==> config.mk <==
export PLATFORM = sky130hd
export DESIGN_NAME = gf180mcu_buf_leg_seq
export DESIGN_NICKNAME = d
export VERILOG_FILES = /design/src/rtl/gf180mcu_buf_leg_pkg.sv /design/src/rtl/gf180mcu_buf_leg_tick.sv /design/src/rtl/gf180mcu_buf_leg_seq.sv
export SDC_FILE = /design/constraint.sdc
export NUM_CORES = 1
export LEC_CHECK = 0
export ABC_AREA = 1
export BUFFER_PORTS_ARGS = -buffer_cell sky130_fd_sc_hd__clkbuf_2
export CAP_MARGIN = 20
export CORE_ASPECT_RATIO = 1.2
export CORE_UTILIZATION = 55
export DETAILED_ROUTE_END_ITERATION = 12
export GPL_ROUTABILITY_DRIVEN = 0
export PLACE_DENSITY = 0.87
export SETUP_SLACK_MARGIN = 0.3
export SLEW_MARGIN = 5
export SYNTH_ARGS = -nofsm -noshare
export SYNTH_HDL_FRONTEND = slang
export SYNTH_SLANG_ARGS = --single-unit
export TNS_END_PERCENT = 10
==> constraint.sdc <==
create_clock -name CLK -period 2.1 [get_ports CLK]
set_input_delay 0.315 -clock CLK [delete_from_list [all_inputs] [get_ports CLK]]
set_output_delay 0.315 -clock CLK [all_outputs]
set_load 0.02 [all_outputs]
==> src/rtl/gf180mcu_buf_leg_pkg.sv <==
`timescale 1ns/1ps
// Shared types and helpers for the buffer-leg sequencer: FSM states and the
// thermometer encoder used to derive leg enables from a leg count.
package gf180mcu_buf_leg_pkg;

    typedef enum logic [1:0] {
        IDLE = 2'd0,
        UP   = 2'd1,
        DOWN = 2'd2
    } leg_state_e;

    localparam int MAX_LEG = 64;

    // Low n bits set; callers truncate to their own leg count.
    function automatic logic [MAX_LEG-1:0] therm(input int unsigned n);
        logic [MAX_LEG-1:0] t;
        t = '0;
        for (int i = 0; i < MAX_LEG; i++) begin
            t[i] = (unsigned'(i) < n);
        end
        return t;
    endfunction

endpackage

==> src/rtl/gf180mcu_buf_leg_tick.sv <==
`timescale 1ns/1ps
// Step-interval down-counter: load a value, expire flags the cycle it sits at
// zero, so a load of N expires N+1 cycles later.
module gf180mcu_buf_leg_tick #(
    parameter int W = 4
) (
    input  logic         clk,
    input  logic         rst,
    input  logic         load,
    input  logic [W-1:0] value,
    output logic         expire
);

    logic [W-1:0] cnt;

    always_ff @(posedge clk or posedge rst) begin
        if (rst) begin
            cnt <= '0;
        end else if (load) begin
            cnt <= value;
        end else if (cnt != '0) begin
            cnt <= cnt - 1'b1;
        end
    end

    assign expire = (cnt == '0);

endmodule

==> src/rtl/gf180mcu_buf_leg_seq.sv <==
`timescale 1ns/1ps
// Buffer-leg sequencer: ramps a thermometer set of leg enables one leg per
// step interval towards a requested count, to limit switching transients.
module gf180mcu_buf_leg_seq
    import gf180mcu_buf_leg_pkg::*;
#(
    parameter int NLEG = 8,
    parameter int DIVW = 4
) (
    input  logic                       CLK,
    input  logic                       RST,
    input  logic                       REQ,
    input  logic [$clog2(NLEG+1)-1:0]  TGT,
    output logic                       ACK,
    input  logic [DIVW-1:0]            DIV,
    output logic [NLEG-1:0]            EN,
    output logic [$clog2(NLEG+1)-1:0]  LVL,
    output logic                       BUSY,
    output logic                       DONE
);

    localparam int LW = $clog2(NLEG+1);
    localparam logic [LW-1:0] NLEG_L = LW'(NLEG);

    leg_state_e      state;
    logic [LW-1:0]   lvl, lvl_nxt, tgt_q, tgt_sat;
    logic [NLEG-1:0] en_q;
    logic            done_q, expire, step, load;

    assign tgt_sat = (TGT > NLEG_L) ? NLEG_L : TGT;
    assign BUSY    = (state != IDLE);
    // A request is not taken in the DONE cycle, so a held REQ lands one cycle later.
    assign ACK     = !RST && (state == IDLE) && REQ && !done_q;
    assign step    = BUSY && expire;
    assign load    = ACK || step;

    gf180mcu_buf_leg_tick #(.W(DIVW)) u_tick (
        .clk    (CLK),
        .rst    (RST),
        .load   (load),
        .value  (DIV),
        .expire (expire)
    );

    always_comb begin
        lvl_nxt = lvl;
        if (step && state == UP && lvl != NLEG_L) lvl_nxt = lvl + LW'(1);
        if (step && state == DOWN && lvl != '0)   lvl_nxt = lvl - LW'(1);
    end

    always_ff @(posedge CLK or posedge RST) begin
        if (RST) begin
            state  <= IDLE;
            lvl    <= '0;
            tgt_q  <= '0;
            en_q   <= '0;
            done_q <= 1'b0;
        end else begin
            done_q <= 1'b0;
            lvl    <= lvl_nxt;
            en_q   <= NLEG'(therm(32'(lvl_nxt)));
            case (state)
                IDLE: begin
                    if (ACK) begin
                        tgt_q <= tgt_sat;
                        if (tgt_sat > lvl)      state  <= UP;
                        else if (tgt_sat < lvl) state  <= DOWN;
                        else                    done_q <= 1'b1;
                    end
                end
                UP, DOWN: begin
                    if (step && lvl_nxt == tgt_q) begin
                        state  <= IDLE;
                        done_q <= 1'b1;
                    end
                end
                default: state <= IDLE;
            endcase
        end
    end

    assign EN   = en_q;
    assign LVL  = lvl;
    assign DONE = done_q;

endmodule

After elaboration in Yosys (flattened, before gate mapping)
Index checks and enable logic that the tools add are counted.
- equal/unequal tests: 7
- multiply operators: 0
- mux-type cells: 15
- $add $sub $neg: 3
- reductions and logical operators: 21
- bitwise logic cells: 0
- shifts and indexed selects: 0
- div/mod/pow operators: 0
- magnitude comparators: 11
- operators with widths (cell ; number):
    two-way mux 4 bit ; 5
    less-than comparator 3 x 4 -> 1 bit (first input constant) ; 4
    logical AND 1 bit ; 9
    less-than comparator 1 x 4 -> 1 bit (first input constant) ; 2
    less-than comparator 2 x 4 -> 1 bit (first input constant) ; 2
    two-way mux 2 bit ; 4
    nonzero test 4 bit ; 2
    subtractor 4 x 1 -> 4 bit (second input constant) ; 2
    adder 4 x 1 -> 4 bit (second input constant) ; 1
    equality test 4 bit ; 1
    > comparator 4 bit ; 1
    > comparator 4 bit (second input constant) ; 1
    zero test 4 bit ; 1
    less-than comparator 4 bit ; 1
    two-way mux 1 bit ; 4
    inequality test 2 bit (second input constant) ; 2
    inequality test 4 bit (second input constant) ; 1
    one-hot mux 2 bit (2 select lines) ; 1
    nonzero test 2 bit ; 2
    inequality test 3 x 1 -> 1 bit (second input constant) ; 1
    AND reduction 3 bit ; 1
    equality test 2 x 1 -> 1 bit (second input constant) ; 1
    equality test 2 bit (second input constant) ; 1
    zero test 1 bit ; 2
    other kinds (5) ; 5
- word-level logic and storage cells: 63
- RAM bits: 0
- ROM bits: 0
- output and inout port bits: 15
- memories kept: 0
- flip-flop bits (word level): 23
- latch bits: 0

Longest topological paths before layout
- depth after elaboration: 10
- gate-level depth with buffers: 17
- mapped depth without buffers: 17

By module
Synthesis repeated with hierarchy kept, for this count alone.
- cells, all modules: 197
- area, all modules: 1485.2 um^2
- by module, submodules not included (module ; cells an instance ; instances ; seq. area each (um^2) ; area an instance (um^2)):
    gf180mcu_buf_leg_seq ; 159 ; 1 ; 450.4 ; 1226.2
    gf180mcu_buf_leg_tick ; 38 ; 1 ; 100.1 ; 259.0

Worst setup path before layout
OpenSTA, ideal clock, no wires.
- path type: reg-to-reg
- from: register lvl[0], in the netlist LVL[0]
- to: register state[0]
- path buffers: 0
- cell stages (with the launch flop): 14
- arrival: 1.854 ns
- slack: 0.129 ns
- cells stage by stage: dfrtp_1 inv_1 ha_1 or2_2 nand3_1 nand2_4 nand2_1 nand2_1 nor2_2 nand2_1 nand2_2 nand2_2 nand2_1 nand2_1
- longest elaborated chain between the ends: 8
- elaborated cells between the ends (all ways): 18
- those cells by class: add/sub: 2; order compare: 2; eq/ne: 4; mux: 5; reduce/logical: 5
- ends and longest elaborated chain (item ; RTL line ; text):
    start: declaration ; gf180mcu_buf_leg_seq.sv:26 ; logic [LW-1:0] lvl, lvl_nxt, tgt_q, tgt_sat;
    start signal: assignment ; gf180mcu_buf_leg_seq.sv:60 ; lvl <= lvl_nxt;
    branches (longest 8 deep; another with adder 4 x 1 -> 4 bit) ; -- ;
    end signal: assignment ; gf180mcu_buf_leg_seq.sv:67 ; else if (tgt_sat < lvl) state <= DOWN;
    end signal: assignment ; gf180mcu_buf_leg_seq.sv:73 ; state <= IDLE;
    end signal: assignment ; gf180mcu_buf_leg_seq.sv:77 ; default: state <= IDLE;
    end: declaration ; gf180mcu_buf_leg_seq.sv:25 ; leg_state_e state;
Parallel ways; which one is timed is not known. The select of a mux whose other input is x is not followed.
A chain may end at the register's enable or synchronous reset.

Worst setup path in the final report
- from: register state[0]
- to: register state[1]
- longest elaborated chain between the ends: 10
- elaborated cells between the ends (all ways): 22
- those cells by class: eq/ne: 6; mux: 3; reduce/logical: 13
- ends and longest elaborated chain (item ; RTL line ; text):
    start signal: assignment ; gf180mcu_buf_leg_seq.sv:53 ; state <= IDLE;
    start signal: assignment ; gf180mcu_buf_leg_seq.sv:66 ; if (tgt_sat > lvl) state <= UP;
    start signal: assignment ; gf180mcu_buf_leg_seq.sv:67 ;
    nonzero test 2 bit ; gf180mcu_buf_leg_seq.sv:31 ; assign BUSY = (state != IDLE);
    logical AND 1 bit ; gf180mcu_buf_leg_seq.sv:34 ; assign step = BUSY && expire;
    logical AND 1 bit (2 in series) ; gf180mcu_buf_leg_seq.sv:47 ; if (step && state == UP && lvl != NLEG_L) lvl_nxt = lvl + LW'(1);
    two-way mux 4 bit ; gf180mcu_buf_leg_seq.sv:47 ;
    two-way mux 4 bit ; gf180mcu_buf_leg_seq.sv:48 ; if (step && state == DOWN && lvl != '0) lvl_nxt = lvl - LW'(1);
    equality test 4 bit ; gf180mcu_buf_leg_seq.sv:72 ; if (step && lvl_nxt == tgt_q) begin
    logical AND 1 bit ; gf180mcu_buf_leg_seq.sv:72 ;
    inequality test 2 bit (no source line) ; -- ;
    AND reduction 3 bit (no source line) ; -- ;
Parallel ways exist; a longest one is shown, timed or not.

==> out/qor.yml <==
route:
  dr.pass1.iters: 4
  drc_errors: 0
  drtIter0Drc: 65
  vias: 1458
  wl_per_cell_um: 14.4
  routed_wl_mm: 3.83
  ant_nets: 0
  via_per_inst: 5.48
power_and_ir_drop:
  p_per_area_mw_per_mm2: 1420
  p_switching_w: 0.00130
  total_power_w: 0.00274
  pwr-share-comb: 0.611
  switching_share: 0.473
  p_seq_frac: 0.267
  peakVddDrop_v: 0.000988
  p_int_w: 0.00144
  pwr-share-clk: 0.122
  p_leak_nw: 1.05
synthesis:
  synth_area_leaders: "dfrtp_1 (37%), ha_1 (10%), nand2_1 (9.8%)"
  ys_types: 26
  synth_top_area_share: 0.370
  netlist_instances: 192
  synth_fp_nets: 215
  synth_seq_cells: 22
  yosys.area.top_type: "dfrtp_1"
  netlist_area_mm2: 0.00149
  syn_area_per_cell_um2: 7.75
  seq_area_frac_synth: 0.370
  yosysWarningCount: 0
die:
  rows: 20
  ios: 26
  dieArea_mm2: 0.00292
  die_w_um: 49.5
  die_y_um: 59.0
  start_util: 0.583
  core_area_mm2: 0.00255
critical_path:
  crit_path_end_kind: "flop"
  start_kind: "flop"
  arrival_ps: 2330
  reg2reg_depth: 16
  critical_path_required_ps: 2370
  cp_max_fo: 4
  critical_path_class: "reg2reg"
placed_design:
  dp.final_hpwl_mm: 2.62
  port_buffers: 25
  dpl_cell_area_mm2: 0.00171
  dpl.cell_count: 255
grt:
  grt_max_degree: 23
  grt_pass1_wl_mm: 5.98
  grt_pass1_vias: 1354
  grt-ovfl-total: 0
  antenna_found_initial: 0
  grtUsageTotal: 0.276
flow_run:
  maxCapViolations: 0
clocking:
  root_buffer: "clkbuf_4"
  cts_buffers: 3
  cts_tree: "built"
  cts_max_path_buffers: 2
  htree_num_levels: 1
  worstSkewPairLatency_ps: 320
  path_clk_slew_ps: 130
  numClockSinks: 22
final_layout:
  final_layout_size_suffix_gt1_frac: 0.408
  design_area_mm2: 0.00192
  synthToLayoutAreaGrowth_pct: 29.1
  final_cell_count_no_fill: 266
  fin_nets: 257
  n_antenna_cell: 0
sta:
  slew_violations: 0
  finClkSkew_ps: 4.30
  tightest_slew_ps: 299
  slew_headroom: 0.799
  fin_crit_ps: 2060
  rsz0062_at_grt: "true"
  max_freq_ghz: 0.485
  hold_viol: 0
  setup-violations-final: 0
  fin_crit_sh: 0.982
worst_hold_path:
  hp-class: "in2async"
status:
  outcome: "finished clean"
## cells in the final DEF, fill, tap and decap left out, types with 3 or more instances in the layout
| cell | n |
|---|---|
| nand2_1 | 36 |
| inv_1 | 28 |
| clkbuf_2 | 25 |
| dfrtp_1 | 20 |
| nand3_1 | 13 |
| buf_4 | 13 |
| nand3_2 | 11 |
| nor2_1 | 9 |
| nand2_2 | 9 |
| a21oi_1 | 8 |
| inv_2 | 8 |
| ha_1 | 8 |
| o21ai_0 | 5 |
| nor2_4 | 4 |
| nor2_2 | 4 |
| nand2_4 | 3 |
| ha_4 | 3 |
| clkbuf_4 | 3 |
## final timing paths
check | to | slack, ps | from
min in group CLK | u_tick.cnt[3]$_DFFE_PP0P_ | 210 | DIV[3]
max reg2reg | state[1]$_DFFE_PP0P_ | 40 | state[0]$_DFFE_PP0P_
min reg2reg | u_tick.cnt[1]$_DFFE_PP0P_ | 560 | u_tick.cnt[1]$_DFFE_PP0P_
min | state[1]$_DFFE_PP0P_ | 10 | RST
max in group asynchronous | LVL[1]$_DFF_PP0_ | 1840 | RST
max | state[1]$_DFFE_PP0P_ | 40 | state[0]$_DFFE_PP0P_
## metrics by stage
step	util	setup TNS (ps)	setup slack (ps)	hold slack [ps]
after floorplan	-	0	232	304
after global placement	0.670	0	126	358
after detailed placement	0.670	0	66.1	381
after CTS	0.719	0	196	25.2
after global routing	0.752	-127	-73.2	37.5
final	0.752	0	38.1	13.6
## what timing repair did
action | in CTS | in global routing
gates resized for setup | 15 | 15
hold buffers | 0 | 0
setup endpoints to repair | 8 | 10
pin swaps | 7 | 12
setup buffers | 3 | 4
## power by group through the flow
stage / Clock (W) / Sequential [W] / Combinational [W]
after floorplan: 0 / 0.000830 / 0.000911
after global placement: 0 / 0.000719 / 0.00137
after detailed placement: 0 / 0.000725 / 0.00141
after CTS: 0.000335 / 0.000719 / 0.00156
after global routing: 0.000353 / 0.000755 / 0.00183
final: 0.000334 / 0.000731 / 0.00167
## kinds of logic (layout without fill, tap and decap cells)
group           count (synthesis)  after routing  share of synthesized area
xor+xnor                        2              2                     0.0118
fa+ha+maj                      12             12                      0.101
simple gates                   97             97                      0.344
buf+inv                        39             80                      0.102
compound gates                 20             20                     0.0715
flops                          22             22                      0.370
## synthesized netlist by cell type
cell type / instances
xor2_1: 2
ha_1: 12
o21ai_0: 7
nor2_4: 3
nor2_1: 11
nor3_1: 1
nand2_4: 3
o22ai_1: 2
nand2_2: 6
inv_1: 34
and3_1: 1
nand3b_1: 1
buf_2: 1
buf_4: 1
a21oi_1: 8
inv_2: 3
or2_2: 2
nor2_2: 3
o311ai_0: 1
nand3_1: 21
nand4_1: 1
nand3_2: 4
o21ai_1: 2
nand3_4: 1
dfrtp_1: 22
nand2_1: 39
## routing by layer
metal	vias up	share of wire	track usage	routed length, um
met5	-	0	0	0
met4	0	0.033	0.135	125
met3	14	0.046	0.0256	177
met2	62	0.53	0.515	2040
li1	691	-	-	-
met1	691	0.39	0.319	1480
## sequential cells by signal (all words and copies together), names as in the netlist
register    flops
DONE            1
EN              8
LVL             3
state           2
tgt_q           4
u_tick.cnt      4
## area by class of cell
class	instances	area (um^2)
clock buffers	3	22.5
clock inverters	1	30.0
fillers	178	632
inverters	37	141
multi-input cells	131	898
flip-flops and latches	22	553
well taps	33	41.3
repair buffers	39	234
## worst max-delay path, cell delays in order (launching register included)
cell	delay (ps)
dfrtp_1	410
inv_2	70
ha_4	170
inv_4	60
nand3_4	100
nor2_4	190
buf_4	140
nand3b_1	140
nand3_1	160
nand3_2	90
nand2_2	90
nor2_4	40
nand2_1	80
nand2_2	90
nand2_2	80
nand2_1	50
nand2_1	50
(Power assumes the default switching activity.)
